**src/rtl/uart_pkg.sv**
```systemverilog
// Shared definitions for the UART transmit path: FSM states, idle line value,
// and the default button debounce length.
package uart_pkg;

   typedef enum logic [1:0] {
      ST_IDLE      = 2'd0,
      ST_ISSUE     = 2'd1,
      ST_WAIT_BUSY = 2'd2,
      ST_WAIT_DONE = 2'd3
   } tx_state_t;

   // tx_Data is filled with this bit when idle, matching the UART mark level
   localparam logic        TX_IDLE_BIT           = 1'b1;
   localparam int unsigned DEFAULT_DEBOUNCE_TIME = 100;

endpackage

```
**src/rtl/uart_debounce.sv**
```systemverilog
// Button debouncer: emits a single-cycle pulse once the input has stayed high
// for DEBOUNCE_TIME cycles; holding the button never re-fires.
module uart_debounce
   import uart_pkg::*;
#(
   parameter int unsigned DEBOUNCE_TIME = DEFAULT_DEBOUNCE_TIME
) (
   input  logic i_clk,
   input  logic i_rst,
   input  logic i_button,
   output logic o_pulse
);

   localparam int unsigned CW = $clog2(DEBOUNCE_TIME + 1);
   localparam logic [CW-1:0] C_MAX  = CW'(DEBOUNCE_TIME);
   localparam logic [CW-1:0] C_FIRE = CW'(DEBOUNCE_TIME - 1);

   logic [CW-1:0] r_cnt;

   always_ff @(posedge i_clk) begin
      if (i_rst) begin
         r_cnt <= '0;
      end else if (!i_button) begin
         r_cnt <= '0;
      end else if (r_cnt != C_MAX) begin
         r_cnt <= r_cnt + 1'b1;
      end
   end

   // Counter passes through DEBOUNCE_TIME-1 only once per press, then saturates
   assign o_pulse = (r_cnt == C_FIRE);

endmodule

```
**src/rtl/uart_tx_fifo.sv**
```systemverilog
// Byte FIFO feeding the UART transmitter, popped one entry per debounced trigger.
// Define UART_TX_FIFO_BURST_EN to drain the whole FIFO on a single trigger.
module uart_tx_fifo
   import uart_pkg::*;
#(
   parameter int unsigned DATA_WIDTH    = 8,
   parameter int unsigned FIFO_DEPTH    = 16,
   parameter int unsigned PTR_SIZE      = 4,
   parameter int unsigned DEBOUNCE_TIME = DEFAULT_DEBOUNCE_TIME
) (
   input  logic                  sample_Clk,
   input  logic                  reset,
   input  logic                  button_Trig,
   input  logic                  wr_Sig,
   input  logic [DATA_WIDTH-1:0] wr_Data,
   input  logic                  tx_Busy,
   output logic                  tx_Start,
   output logic [DATA_WIDTH-1:0] tx_Data,
   output logic                  sig_Full,
   output logic                  sig_Empty,
   output logic [PTR_SIZE:0]     sig_Count,
   output logic                  sig_Overflow
);

   localparam int unsigned CNT_W = PTR_SIZE + 1;
   localparam logic [PTR_SIZE:0] C_DEPTH = CNT_W'(FIFO_DEPTH);

   logic [DATA_WIDTH-1:0] r_mem [FIFO_DEPTH];
   logic [PTR_SIZE-1:0]   r_wr_ptr;
   logic [PTR_SIZE-1:0]   r_rd_ptr;
   tx_state_t             r_state;
   tx_state_t             w_state_nxt;
   logic                  w_trig;
   logic                  w_pop;
   logic                  w_push;
   logic [PTR_SIZE:0]     w_count_nxt;

   uart_debounce #(.DEBOUNCE_TIME(DEBOUNCE_TIME)) u_debounce (
      .i_clk    (sample_Clk),
      .i_rst    (reset),
      .i_button (button_Trig),
      .o_pulse  (w_trig)
   );

   always_comb begin
      w_state_nxt = r_state;
      w_pop       = 1'b0;
      unique case (r_state)
         ST_IDLE: begin
            if (w_trig && !sig_Empty && !tx_Busy) w_state_nxt = ST_ISSUE;
         end
         ST_ISSUE: begin
            w_pop       = 1'b1;
            w_state_nxt = ST_WAIT_BUSY;
         end
         ST_WAIT_BUSY: begin
            if (tx_Busy) w_state_nxt = ST_WAIT_DONE;
         end
         ST_WAIT_DONE: begin
            if (!tx_Busy) begin
`ifdef UART_TX_FIFO_BURST_EN
               w_state_nxt = sig_Empty ? ST_IDLE : ST_ISSUE;
`else
               w_state_nxt = ST_IDLE;
`endif
            end
         end
         default: w_state_nxt = ST_IDLE;
      endcase
   end

   // A full FIFO still accepts a push in the cycle an entry is popped
   assign w_push = wr_Sig && (!sig_Full || w_pop);

   always_comb begin
      w_count_nxt = sig_Count;
      if (w_push && !w_pop) begin
         w_count_nxt = sig_Count + 1'b1;
      end else if (w_pop && !w_push) begin
         w_count_nxt = sig_Count - 1'b1;
      end
   end

   always_ff @(posedge sample_Clk) begin
      if (!reset && w_push) r_mem[r_wr_ptr] <= wr_Data;
   end

   always_ff @(posedge sample_Clk) begin
      if (reset) begin
         r_state      <= ST_IDLE;
         r_wr_ptr     <= '0;
         r_rd_ptr     <= '0;
         sig_Count    <= '0;
         sig_Empty    <= 1'b1;
         sig_Full     <= 1'b0;
         sig_Overflow <= 1'b0;
         tx_Start     <= 1'b0;
         tx_Data      <= {DATA_WIDTH{TX_IDLE_BIT}};
      end else begin
         r_state   <= w_state_nxt;
         tx_Start  <= w_pop;
         sig_Count <= w_count_nxt;
         sig_Empty <= (w_count_nxt == '0);
         sig_Full  <= (w_count_nxt == C_DEPTH);
         if (w_push) r_wr_ptr <= r_wr_ptr + 1'b1;
         if (w_pop) begin
            r_rd_ptr <= r_rd_ptr + 1'b1;
            tx_Data  <= r_mem[r_rd_ptr];
         end
         if (wr_Sig && sig_Full && !w_pop) sig_Overflow <= 1'b1;
      end
   end

endmodule
```
**config.mk**
```make
export PLATFORM = sky130hd
export DESIGN_NAME = uart_tx_fifo
export DESIGN_NICKNAME = d
export VERILOG_FILES = /design/src/rtl/uart_pkg.sv /design/src/rtl/uart_debounce.sv /design/src/rtl/uart_tx_fifo.sv
export SDC_FILE = /design/constraint.sdc
export NUM_CORES = 1
export LEC_CHECK = 0
export BUFFER_PORTS_ARGS = -buffer_cell sky130_fd_sc_hd__buf_2
export CAP_MARGIN = 20
export CELL_PAD_IN_SITES_DETAIL_PLACEMENT = 0
export CELL_PAD_IN_SITES_GLOBAL_PLACEMENT = 1
export CORE_ASPECT_RATIO = 1.75
export CORE_UTILIZATION = 52
export DETAILED_ROUTE_END_ITERATION = 10
export GPL_ROUTABILITY_DRIVEN = 0
export PLACE_DENSITY_LB_ADDON = 0.08
export SLEW_MARGIN = 20
export SYNTH_ARGS = -nofsm -noshare
export SYNTH_HDL_FRONTEND = slang
export SYNTH_SLANG_ARGS = --single-unit
```
**constraint.sdc**
```tcl
create_clock -name sample_Clk -period 3.2 [get_ports sample_Clk]
set_clock_uncertainty 0.2 [all_clocks]
set_input_delay 0.48 -clock sample_Clk [delete_from_list [all_inputs] [get_ports sample_Clk]]
set_output_delay 0.48 -clock sample_Clk [all_outputs]
set_load 0.005 [all_outputs]
```
Word-level counts from Yosys, hierarchy flattened
Memories as Yosys holds them, arrays and structs flattened. A register that Yosys moved wholly into a read port is not among the register bits. Index checks and enable logic that the tools add are counted.

Word-level logic and storage cells: 53. Memories kept: 1. Bits in writable memories: 128. Input port bits: 13. Register bits after elaboration: 26. Output and inout bits: 17.

Bitwise operators: 1. Equal/unequal tests: 9. Reductions and logical operators: 19. Add/sub/neg operators: 5. Muxes and demuxes: 9.

Memory list: r_mem (depth 16, bits a word 8, rd ports 1, clocked after memory_dff 1, write ports 1, RTL line uart_tx_fifo.sv:28) `logic [DATA_WIDTH-1:0] r_mem [FIFO_DEPTH];`.

Operators with widths (count): 5-bit two-way mux (2); 4-bit by 1-bit adder with 4-bit output (second input constant) (2); 1-bit logical AND (8); 2-bit case mux with 4 select lines (1); 7-bit by 1-bit adder with 7-bit output (second input constant) (1); 7-bit == test (second input constant) (1); 7-bit inequality test (second input constant) (1); 1-bit logical NOT (6); 2-bit two-way mux (3); 2-bit inequality test (second input constant) (3); 5-bit by 1-bit adder with 5-bit output (second input constant) (1); 5-bit == test (second input constant) (1); 5-bit logical NOT (1); 5-bit by 1-bit subtractor with 5-bit output (second input constant) (1); 2-bit == test (second input constant) (2); 1-bit two-way mux (3); 3-bit AND reduction (1); 2-bit by 1-bit == test with 1-bit output (second input constant) (1); 2-bit logical NOT (1); 2-bit OR reduction (1); 1-bit logical OR (1); 1-bit inverter (1).

Longest topological paths before layout
Gate-level depths: netlist of run 1.

Word-level depth: 9. Depth in mapped cells: 8. Depth with buffers taken out: 6.

By module
Synthesis of run 1 repeated with hierarchy kept, for this count alone.

Cell total of the unflattened synthesis: 395. Area, all modules: 6729.0 µm².

Modules (own cells, without submodules): uart_tx_fifo (instances 1, cells each 354, area an instance 6364.9 µm², seq. area each 4384.2 µm²); uart_debounce (instances 1, cells each 41, area an instance 364.1 µm², seq. area each 140.1 µm²).

Worst setup path after synthesis of run 1
OpenSTA, ideal clock, no wires.

Path kind: reg-to-reg. Start point: register r_state[1]. End point: memory r_mem[10][0], enable pin. Data required time: 2.605 ns. Clock period less this slack: 2.500 ns. Cell stages (with the launch flop): 7. Setup time: 0.395 ns. Path slack: 0.700 ns. Path buffers: 1. Arrival time: 1.906 ns. Cell sequence: dfxtp_1 inv_1 ha_1 buf_6 nand2b_1 nand2_2 nor4_1.

Longest elaborated chain between the ends: 7.

RTL lines: start, declared (RTL line uart_tx_fifo.sv:31) `tx_state_t r_state;`; start signal, assigned (RTL line uart_tx_fifo.sv:100) `r_state <= w_state_nxt;`; 2-bit by 1-bit == test with 1-bit output (RTL line uart_tx_fifo.sv:48) `unique case (r_state)`; 1-bit two-way mux (RTL line uart_tx_fifo.sv:48); named net w_pop (RTL line uart_tx_fifo.sv:34) `logic w_pop;`; 1-bit logical OR (RTL line uart_tx_fifo.sv:73) `assign w_push = wr_Sig && (!sig_Full || w_pop);`; 1-bit logical AND (RTL line uart_tx_fifo.sv:73); 1-bit logical AND (RTL line uart_tx_fifo.sv:85) `if (!reset && w_push) r_mem[r_wr_ptr] <= wr_Data;`; 1-bit two-way mux (RTL line uart_tx_fifo.sv:85); 1-bit two-way mux (implied by the code) (RTL line uart_tx_fifo.sv:85); end, declared (RTL line uart_tx_fifo.sv:28).

The timed path passes the listed nets, and every way through them passes these cells.

Worst setup path in the final report of run 1
Start point: register r_state[1]. End point: memory r_mem[2][5], enable pin.

Same word-level chain as after synthesis.

==> impl_metrics.env, run 1 <==
export IMPL_fmax_ghz=0.415
export IMPL_yosys_warnings=0
export IMPL_synth_area_leaders="edfxtp_1, dfxtp_1, mux4_2, ha_1, mux2i_1"
export IMPL_worstSetupEndpointType="flip-flop"
export IMPL_hold_class="reg -> reg"
export IMPL_cts_made_buffers=17
export IMPL_timing_rr_end="r_mem[2][5]"
export IMPL_num_rows=54
export IMPL_coreArea_sq_um=12500
export IMPL_final_nets=486
export IMPL_initial_core_util=0.534
export IMPL_drtPass1Iterations=4
export IMPL_antenna_cells=0
export IMPL_drt_iter0_markers=265
export IMPL_die_h_microns=152
export IMPL_top_level_ports=30
export IMPL_fillers=958
export IMPL_hold_path_depth=2
export IMPL_worstPathRequired_ps=3080
export IMPL_clock_latency_ps=420
export IMPL_crit_cells=6
export IMPL_drive_above_1_share=0.223
export IMPL_tns_ps=0
export IMPL_max_slew_margin_rel=0.480
export IMPL_wl_per_cell_microns=22.1
export IMPL_synth_area_leader_cell="edfxtp_1"
export IMPL_finalHoldViolations=0
export IMPL_cp_start_kind="flip-flop"
export IMPL_io_buffer_count=29
export IMPL_synthDistinctLibCells=56
export IMPL_crit_slowest_cell="nor4_2"
export IMPL_antenna_found_initial=0
export IMPL_finalCritPeriodShare=0.754
export IMPL_async_flop_share=0
export IMPL_drv_slew=0
export IMPL_p_leak_nw=2.47
export IMPL_critPathKind="reg -> reg"
export IMPL_postCtsHoldBufs=0
export IMPL_syn_num_nets=449
export IMPL_crit_family="simple AND/OR/NAND/NOR gates"
export IMPL_p_per_area_nw_per_um2=691
export IMPL_dieArea_sq_um=13300
export IMPL_synth_common_cells="edfxtp_1, dfxtp_1, nor2_1"
export IMPL_cts_setup_buffers=0
export IMPL_synth_top_area_share=0.576
export IMPL_cp_max_fo=9
export IMPL_grt_pass1_wl_microns=20900
export IMPL_rrSetupSlack_ps=790
export IMPL_drt_total_wl_microns=14100
export IMPL_cts_tree="built"
export IMPL_vias=3604
export IMPL_post_route_min_period_ps=2410
export IMPL_grtUsageTotal=0.227
export IMPL_synth_avg_cell_area_sq_um=15.8
export IMPL_tightestPinTransition_ps=780
export IMPL_grt_ovfl_total=0
export IMPL_cts_htree_levels=4
export IMPL_ctsLongestPathBuffers=2
export IMPL_grt_pass1_vias=3702
export IMPL_chipWidth_microns=87.7
export IMPL_synth_edf_count=128
export IMPL_dp_hpwl_microns=9970
export IMPL_synth_top_flop_cell="edfxtp_1"
export IMPL_ir_drop_mv=0.423
export IMPL_synthesis_area_sq_um=6680
export IMPL_synthCells=422
export IMPL_reg2reg_depth=6
export IMPL_rsz0062_at_grt="false"
export IMPL_worstPathCellList="inv_1 -> ha_1 -> nand2b_1 -> nand2_2 -> nor4_2 -> and2_1"
export IMPL_clk_pin_slew_ps=60
export IMPL_clock_sinks=162
export IMPL_min_from="sig_Overflow"
export IMPL_setup_viol=0
export IMPL_area_growth_pct=13.3
export IMPL_drc=0
export IMPL_root_buffer="clkbuf_16"
export IMPL_cts_resized=0
export IMPL_ys_ff_latch=162
export IMPL_yosys_cell_count_top_type="edfxtp_1"
export IMPL_drv_cap=0
export IMPL_cpPeakStageDelay_ps=440
export IMPL_ant_nets=0
export IMPL_crit_buf_inv=1
export IMPL_seq_area_frac_synth=0.678
export IMPL_timing_rr_start="r_state[1]"
export IMPL_status="finished, final reports clean"
export IMPL_vias_per_cell=5.64
export IMPL_grt_max_degree=33
export IMPL_arrival_ps=2290
export IMPL_whs_ps=270
export IMPL_holdPathEnd="sig_Overflow"
## worst max path at each step
stage / from / slack [ps] / endpoint
6_report: r_state[1] / 790 / r_mem[2][5]
5_1_grt: r_state[1] / 610 / r_mem[2][5]
2_1_floorplan: r_state[1] / 700 / r_mem[10][0]
4_1_cts: r_state[1] / 750 / r_mem[0][4]
3_3_place_gp: r_state[1] / 840 / r_mem[1][7]
3_5_place_dp: r_state[1] / 770 / r_mem[0][2]
## cells in the final DEF, fill, tap and decap left out, types with 9 or more instances in the layout
master	n
mux4_2	24
nand4_1	9
inv_1	13
mux2i_1	17
buf_2	29
ha_1	14
nand2_1	23
dfxtp_1	32
a21oi_1	10
clkbuf_16	17
nor2_1	28
edfxtp_1	128
## stage by stage
stage | utilization | total power, mW | setup WS (ps) | cells | area [sq um]
after floorplan | - | 3.10 | 700 | 422 | 6680
after global placement | 0.560 | 3.34 | 839 | 608 | 7000
after detailed placement | 0.560 | 3.35 | 773 | 608 | 7000
after CTS | 0.605 | 5.27 | 748 | 639 | 7560
after global routing | 0.605 | 5.43 | 608 | 639 | 7560
final | 0.605 | 5.23 | 789 | 639 | 7560
## flip-flops by register name (all words and copies together) (netlist names)
name,count
sig_Empty,1
r_mem,128
sig_Full,1
r_wr_ptr,4
u_debounce.r_cnt,7
tx_Start,1
sig_Count,5
r_state,2
sig_Overflow,1
tx_Data,8
r_rd_ptr,4
## layout make-up
cell class / instances / area [sq um] / share of cell area
Multi-Input combinational cell: 226 / 1980 / 0.262
Clock buffer: 19 / 433 / 0.0572
Sequential cell: 162 / 4530 / 0.598
Inverter: 14 / 52.6 / 0.00695
Clock inverter: 12 / 134 / 0.0177
Tap cell: 168 / 210 / 0.0278
Timing Repair Buffer: 38 / 225 / 0.0298
## worst register-to-register path, stage by stage, from the launching register on
cell and delay, ps:
dfxtp_1 320, inv_1 120, ha_1 180, nand2b_1 220, nand2_2 180, nor4_2 440
and2_1 420
## power breakdown
group	internal [mW]	switching [mW]
combinational	0.402	0.394
clock	1.15	0.789
sequential	2.36	0.135
total	3.91	1.32
## metal layers
metal	GRT usage	wire length, microns	up-vias
met5	0	0	-
met4	0.101	374	0
met3	0.0380	472	24
met2	0.424	8180	89
met1	0.243	5100	1803
li1	-	-	1688
## logic make-up (layout without fill, tap and decap cells)
kind of cell,after synthesis,count (layout),share of synthesized area
AND/OR/NAND/NOR,111,111,0.0956
AO/OA/AOI/OAI,42,42,0.0438
flip-flops,162,162,0.678
buffers and inverters,34,83,0.0255
XOR/XNOR,16,16,0.0210
adder cells (fa/ha/maj),14,14,0.0262
multiplexers,43,43,0.110
(Power assumes the default switching activity.)
==> run 2: changes to the inputs <==
- CORE_UTILIZATION: 52 -> 47
- clock period: 3.2 -> 2.2 ns (I/O delays scaled with it)
==> impl_metrics.env, run 2 (same netlist as run 1, synthesis figures left out) <==
export IMPL_rsz0062_at_grt="false"
export IMPL_antenna_found_initial=0
export IMPL_die_h_microns=160
export IMPL_whs_ps=30.5
export IMPL_holdPathEnd="r_wr_ptr[0]"
export IMPL_postCtsHoldBufs=0
export IMPL_critPathKind="reg -> reg"
export IMPL_seq_area_sq_um=4530
export IMPL_fmax_ghz=0.480
export IMPL_grt_pass1_wl_microns=21800
export IMPL_reg2reg_depth=7
export IMPL_coreArea_sq_um=13900
export IMPL_num_rows=57
export IMPL_fillers=1138
export IMPL_multiInputGateArea_sq_um=2000
export IMPL_dp_hpwl_microns=9500
export IMPL_rrSetupSlack_ps=120
export IMPL_io_buffer_count=29
export IMPL_clk_pin_slew_ps=60
export IMPL_ctsLongestPathBuffers=2
export IMPL_root_buffer="clkbuf_16"
export IMPL_grt_pass1_vias=3823
export IMPL_finalCritPeriodShare=0.946
export IMPL_arrival_ps=2190
export IMPL_largest_register_ffs=128
export IMPL_drv_slew=0
export IMPL_mostFrequentLayoutCell="edfxtp_1"
export IMPL_clock_sinks=162
export IMPL_grt_max_degree=45
export IMPL_setup_viol=0
export IMPL_biggestRegsByFlops="r_mem x128, tx_Data x8, u_debounce.r_cnt x7"
export IMPL_grtUsageTotal=0.205
export IMPL_initial_core_util=0.480
export IMPL_max_slew_margin_rel=0.572
export IMPL_cts_setup_buffers=0
export IMPL_tightestPinTransition_ps=640
export IMPL_final_cell_mix="edfxtp_1, dfxtp_1, buf_2"
export IMPL_top_level_ports=30
export IMPL_grt_ovfl_total=0
export IMPL_drc=0
export IMPL_p_per_area_nw_per_um2=1020
export IMPL_vias=3684
export IMPL_ir_drop_mv=0.618
export IMPL_post_route_min_period_ps=2080
export IMPL_chipWidth_microns=92.1
export IMPL_timing_rr_end="sig_Full"
export IMPL_status="finished, final reports clean"
export IMPL_cp_start_kind="flip-flop"
export IMPL_final_nets=503
export IMPL_drt_total_wl_microns=14000
export IMPL_ant_nets=0
export IMPL_cts_resized=0
export IMPL_drive_above_1_share=0.268
export IMPL_drt_iter0_markers=217
export IMPL_hold_class="in -> reg"
export IMPL_area_growth_pct=16.6
export IMPL_min_from="reset"
export IMPL_fin_util=0.560
export IMPL_vias_per_cell=5.53
export IMPL_hold_path_depth=2
export IMPL_worstPathRequired_ps=2310
export IMPL_wl_per_cell_microns=21.1
export IMPL_cp_max_fo=17
export IMPL_cts_made_buffers=17
export IMPL_p_leak_nw=2.58
export IMPL_largest_register="r_mem"
export IMPL_timing_rr_start="r_state[1]"
export IMPL_cts_tree="built"
export IMPL_drv_cap=0
export IMPL_drtPass1Iterations=4
export IMPL_clock_latency_ps=420
export IMPL_dieArea_sq_um=14700
export IMPL_worstSetupEndpointType="flip-flop"
export IMPL_antenna_cells=0
export IMPL_cts_htree_levels=4
export IMPL_finalHoldViolations=0
==> run 2: through the flow <==
stage | setup TNS (ps) | instance area, sq um | instances | setup WS (ps) | total power [mW]
global route | 0 | 7780 | 666 | 5.55 | 8.22
detailed placement | 0 | 7160 | 634 | 62.1 | 4.91
floorplan | -9610 | 6680 | 422 | -300 | 4.50
global placement | 0 | 7160 | 634 | 156 | 4.89
finish | 0 | 7780 | 666 | 118 | 7.91
CTS | 0 | 7780 | 666 | 15.1 | 7.99
==> run 2: layer usage <==
metal / global-route usage / vias to the layer above / wire, microns
met5: 0 / - / 0
met3: 0.0443 / 12 / 455
li1: - / 1729 / -
met1: 0.247 / 1866 / 5660
met4: 0.0717 / 0 / 213
met2: 0.361 / 77 / 7710
==> run 2: cell type report <==
class,instances,area share
Sequential cell,162,0.581
Tap cell,177,0.0284
Clock buffer,18,0.0551
Inverter,14,0.00675
Clock inverter,14,0.0248
Multi-Input combinational cell,226,0.257
Timing Repair Buffer,55,0.0469
==> run 2: how the worst max path moves through the flow <==
stage / startpoint / to / depth (start not counted)
after floorplan: r_state[1] / r_mem[10][0] / 6
after global placement: r_state[1] / r_mem[1][2] / 6
after detailed placement: r_state[1] / r_mem[2][2] / 6
after CTS: r_state[1] / r_mem[2][6] / 6
after global routing: r_state[1] / r_mem[8][1] / 7
final: r_state[1] / sig_Full / 7
==> run 2: report_power, final <==
| group | switching [mW] | total, mW | internal, mW |
|---|---|---|---|
| Combinational | 0.658 | 1.27 | 0.609 |
| Sequential | 0.122 | 3.56 | 3.44 |
| Clock | 1.26 | 3.09 | 1.83 |
| Total | 2.04 | 7.91 | 5.88 |
==> run 2: worst max-delay path: stages, from the launching register on <==
cell       delay (ps)
dfxtp_1           330
inv_1             120
ha_1              180
buf_4             230
nand4bb_4         180
a2bb2oi_2         220
mux2_4            320
and4_1            180
==> run 3: changes to the inputs <==
- CORE_MARGIN: not set -> 2
- SKIP_LAST_GASP: not set -> 1
==> impl_metrics.env, run 3 (same netlist as run 1, synthesis figures left out) <==
export IMPL_dieArea_sq_um=15200
export IMPL_place_inst=638
export IMPL_p_leak_nw=2.59
export IMPL_area_growth_pct=16.7
export IMPL_fmax_ghz=0.495
export IMPL_wl_per_cell_microns=21.4
export IMPL_vias_per_cell=5.54
export IMPL_cts_tree="built"
export IMPL_largest_register_ffs=128
export IMPL_vias=3709
export IMPL_tightestPinTransition_ps=639
export IMPL_rsz0062_at_grt="false"
export IMPL_clock_sinks=162
export IMPL_finalHoldViolations=0
export IMPL_worstSetupEndpointType="flip-flop"
export IMPL_fin_area_sq_um=7790
export IMPL_grt_pass1_vias=3870
export IMPL_ctsLongestPathBuffers=2
export IMPL_ant_nets=0
export IMPL_drive_above_1_share=0.274
export IMPL_final_cells=670
export IMPL_grt_pass1_wl_microns=22100
export IMPL_chipWidth_microns=94.1
export IMPL_top_level_ports=30
export IMPL_max_slew_margin_rel=0.572
export IMPL_antenna_cells=0
export IMPL_drc=0
export IMPL_final_nets=507
export IMPL_tns_ps=0
export IMPL_drv_cap=0
export IMPL_biggestRegsByFlops="r_mem x128, tx_Data x8, u_debounce.r_cnt x7"
export IMPL_worstPathRequired_ps=2130
export IMPL_cts_made_buffers=17
export IMPL_arrival_ps=1950
export IMPL_cp_start_kind="flip-flop"
export IMPL_cts_setup_buffers=0
export IMPL_antenna_found_initial=0
export IMPL_largest_register="r_mem"
export IMPL_cp_max_fo=8
export IMPL_mostFrequentLayoutCell="edfxtp_1"
export IMPL_drt_iter0_markers=232
export IMPL_initial_core_util=0.480
export IMPL_io_buffer_count=29
export IMPL_coreArea_sq_um=13900
export IMPL_power_total_mw=7.71
export IMPL_place_area_sq_um=7200
export IMPL_post_route_min_period_ps=2020
export IMPL_final_cell_mix="edfxtp_1, dfxtp_1, buf_2"
export IMPL_clk_pin_slew_ps=70
export IMPL_root_buffer="clkbuf_16"
export IMPL_fin_util=0.560
export IMPL_die_h_microns=162
export IMPL_setup_viol=0
export IMPL_drtPass1Iterations=5
export IMPL_drt_total_wl_microns=14400
export IMPL_grtUsageTotal=0.202
export IMPL_num_rows=57
export IMPL_drv_slew=0
export IMPL_status="finished, final reports clean"
export IMPL_ir_drop_mv=0.563
export IMPL_grt_ovfl_total=0
export IMPL_finalCritPeriodShare=0.919
export IMPL_grt_max_degree=37
export IMPL_clock_latency_ps=430
export IMPL_dp_hpwl_microns=10200
export IMPL_hold_class="in -> reg"
export IMPL_cts_htree_levels=4
export IMPL_critPathKind="reg -> reg"
export IMPL_p_per_area_nw_per_um2=990
## run 3: cell types whose count changed in the layout (fill, tap and decap cells not counted), sizes merged
cell / delta
clkbuf: +4
bufinv: -3
inv: -2
buf: +4
clkinv: +1
## run 3: worst paths after layout
check	startpoint	end	slack [ps]	cells past startpoint
max reg2reg	r_state[0]	r_mem[11][6]	180	6
min reg2reg	u_debounce.r_cnt[6]	u_debounce.r_cnt[6]	280	2
min	reset	tx_Data[4]	90	3
max	r_state[0]	r_mem[11][6]	180	6
## run 3: per-stage QoR
stage / setup slack (ps) / hold slack, ps
detailed placement: 80.2 / 274
global route: 11.5 / 89.6
CTS: 53.4 / 68.3
finish: 178 / 94.7
global placement: 126 / 266
floorplan: -300 / 229
## run 3: critical path, cell delays in order, from the launching register on
cell      delay [ps]
dfxtp_1          400
ha_1             190
nand2b_1         150
nand2_2          100
buf_4            170
nor4_2           270
buf_4            240
## run 3: per-layer routing
layer / global-route usage / vias to the layer above / routed length (microns)
li1: - / 1735 / -
met5: 0 / - / 0
met4: 0.0679 / 0 / 272
met2: 0.377 / 66 / 8230
met1: 0.225 / 1883 / 5440
met3: 0.0394 / 25 / 412
## run 3: layout make-up
cell class	count	area [sq um]
clock buffers	22	497
clock inverters	10	88.8
fillers	1133	6110
inverters	14	52.6
multi-input cells	226	2010
flip-flops and latches	162	4530
well taps	177	221
repair buffers	59	395
## run 3: power by group
part           internal, mW  switching (mW)
Combinational         0.610           0.624
Clock                  1.64            1.24
Sequential             3.44           0.159
## run 3: what timing repair did
action / CTS / global route
gates resized for setup: 0 / 3
endpoints found under the setup margin: 0 / 24
hold buffers: 0 / 0
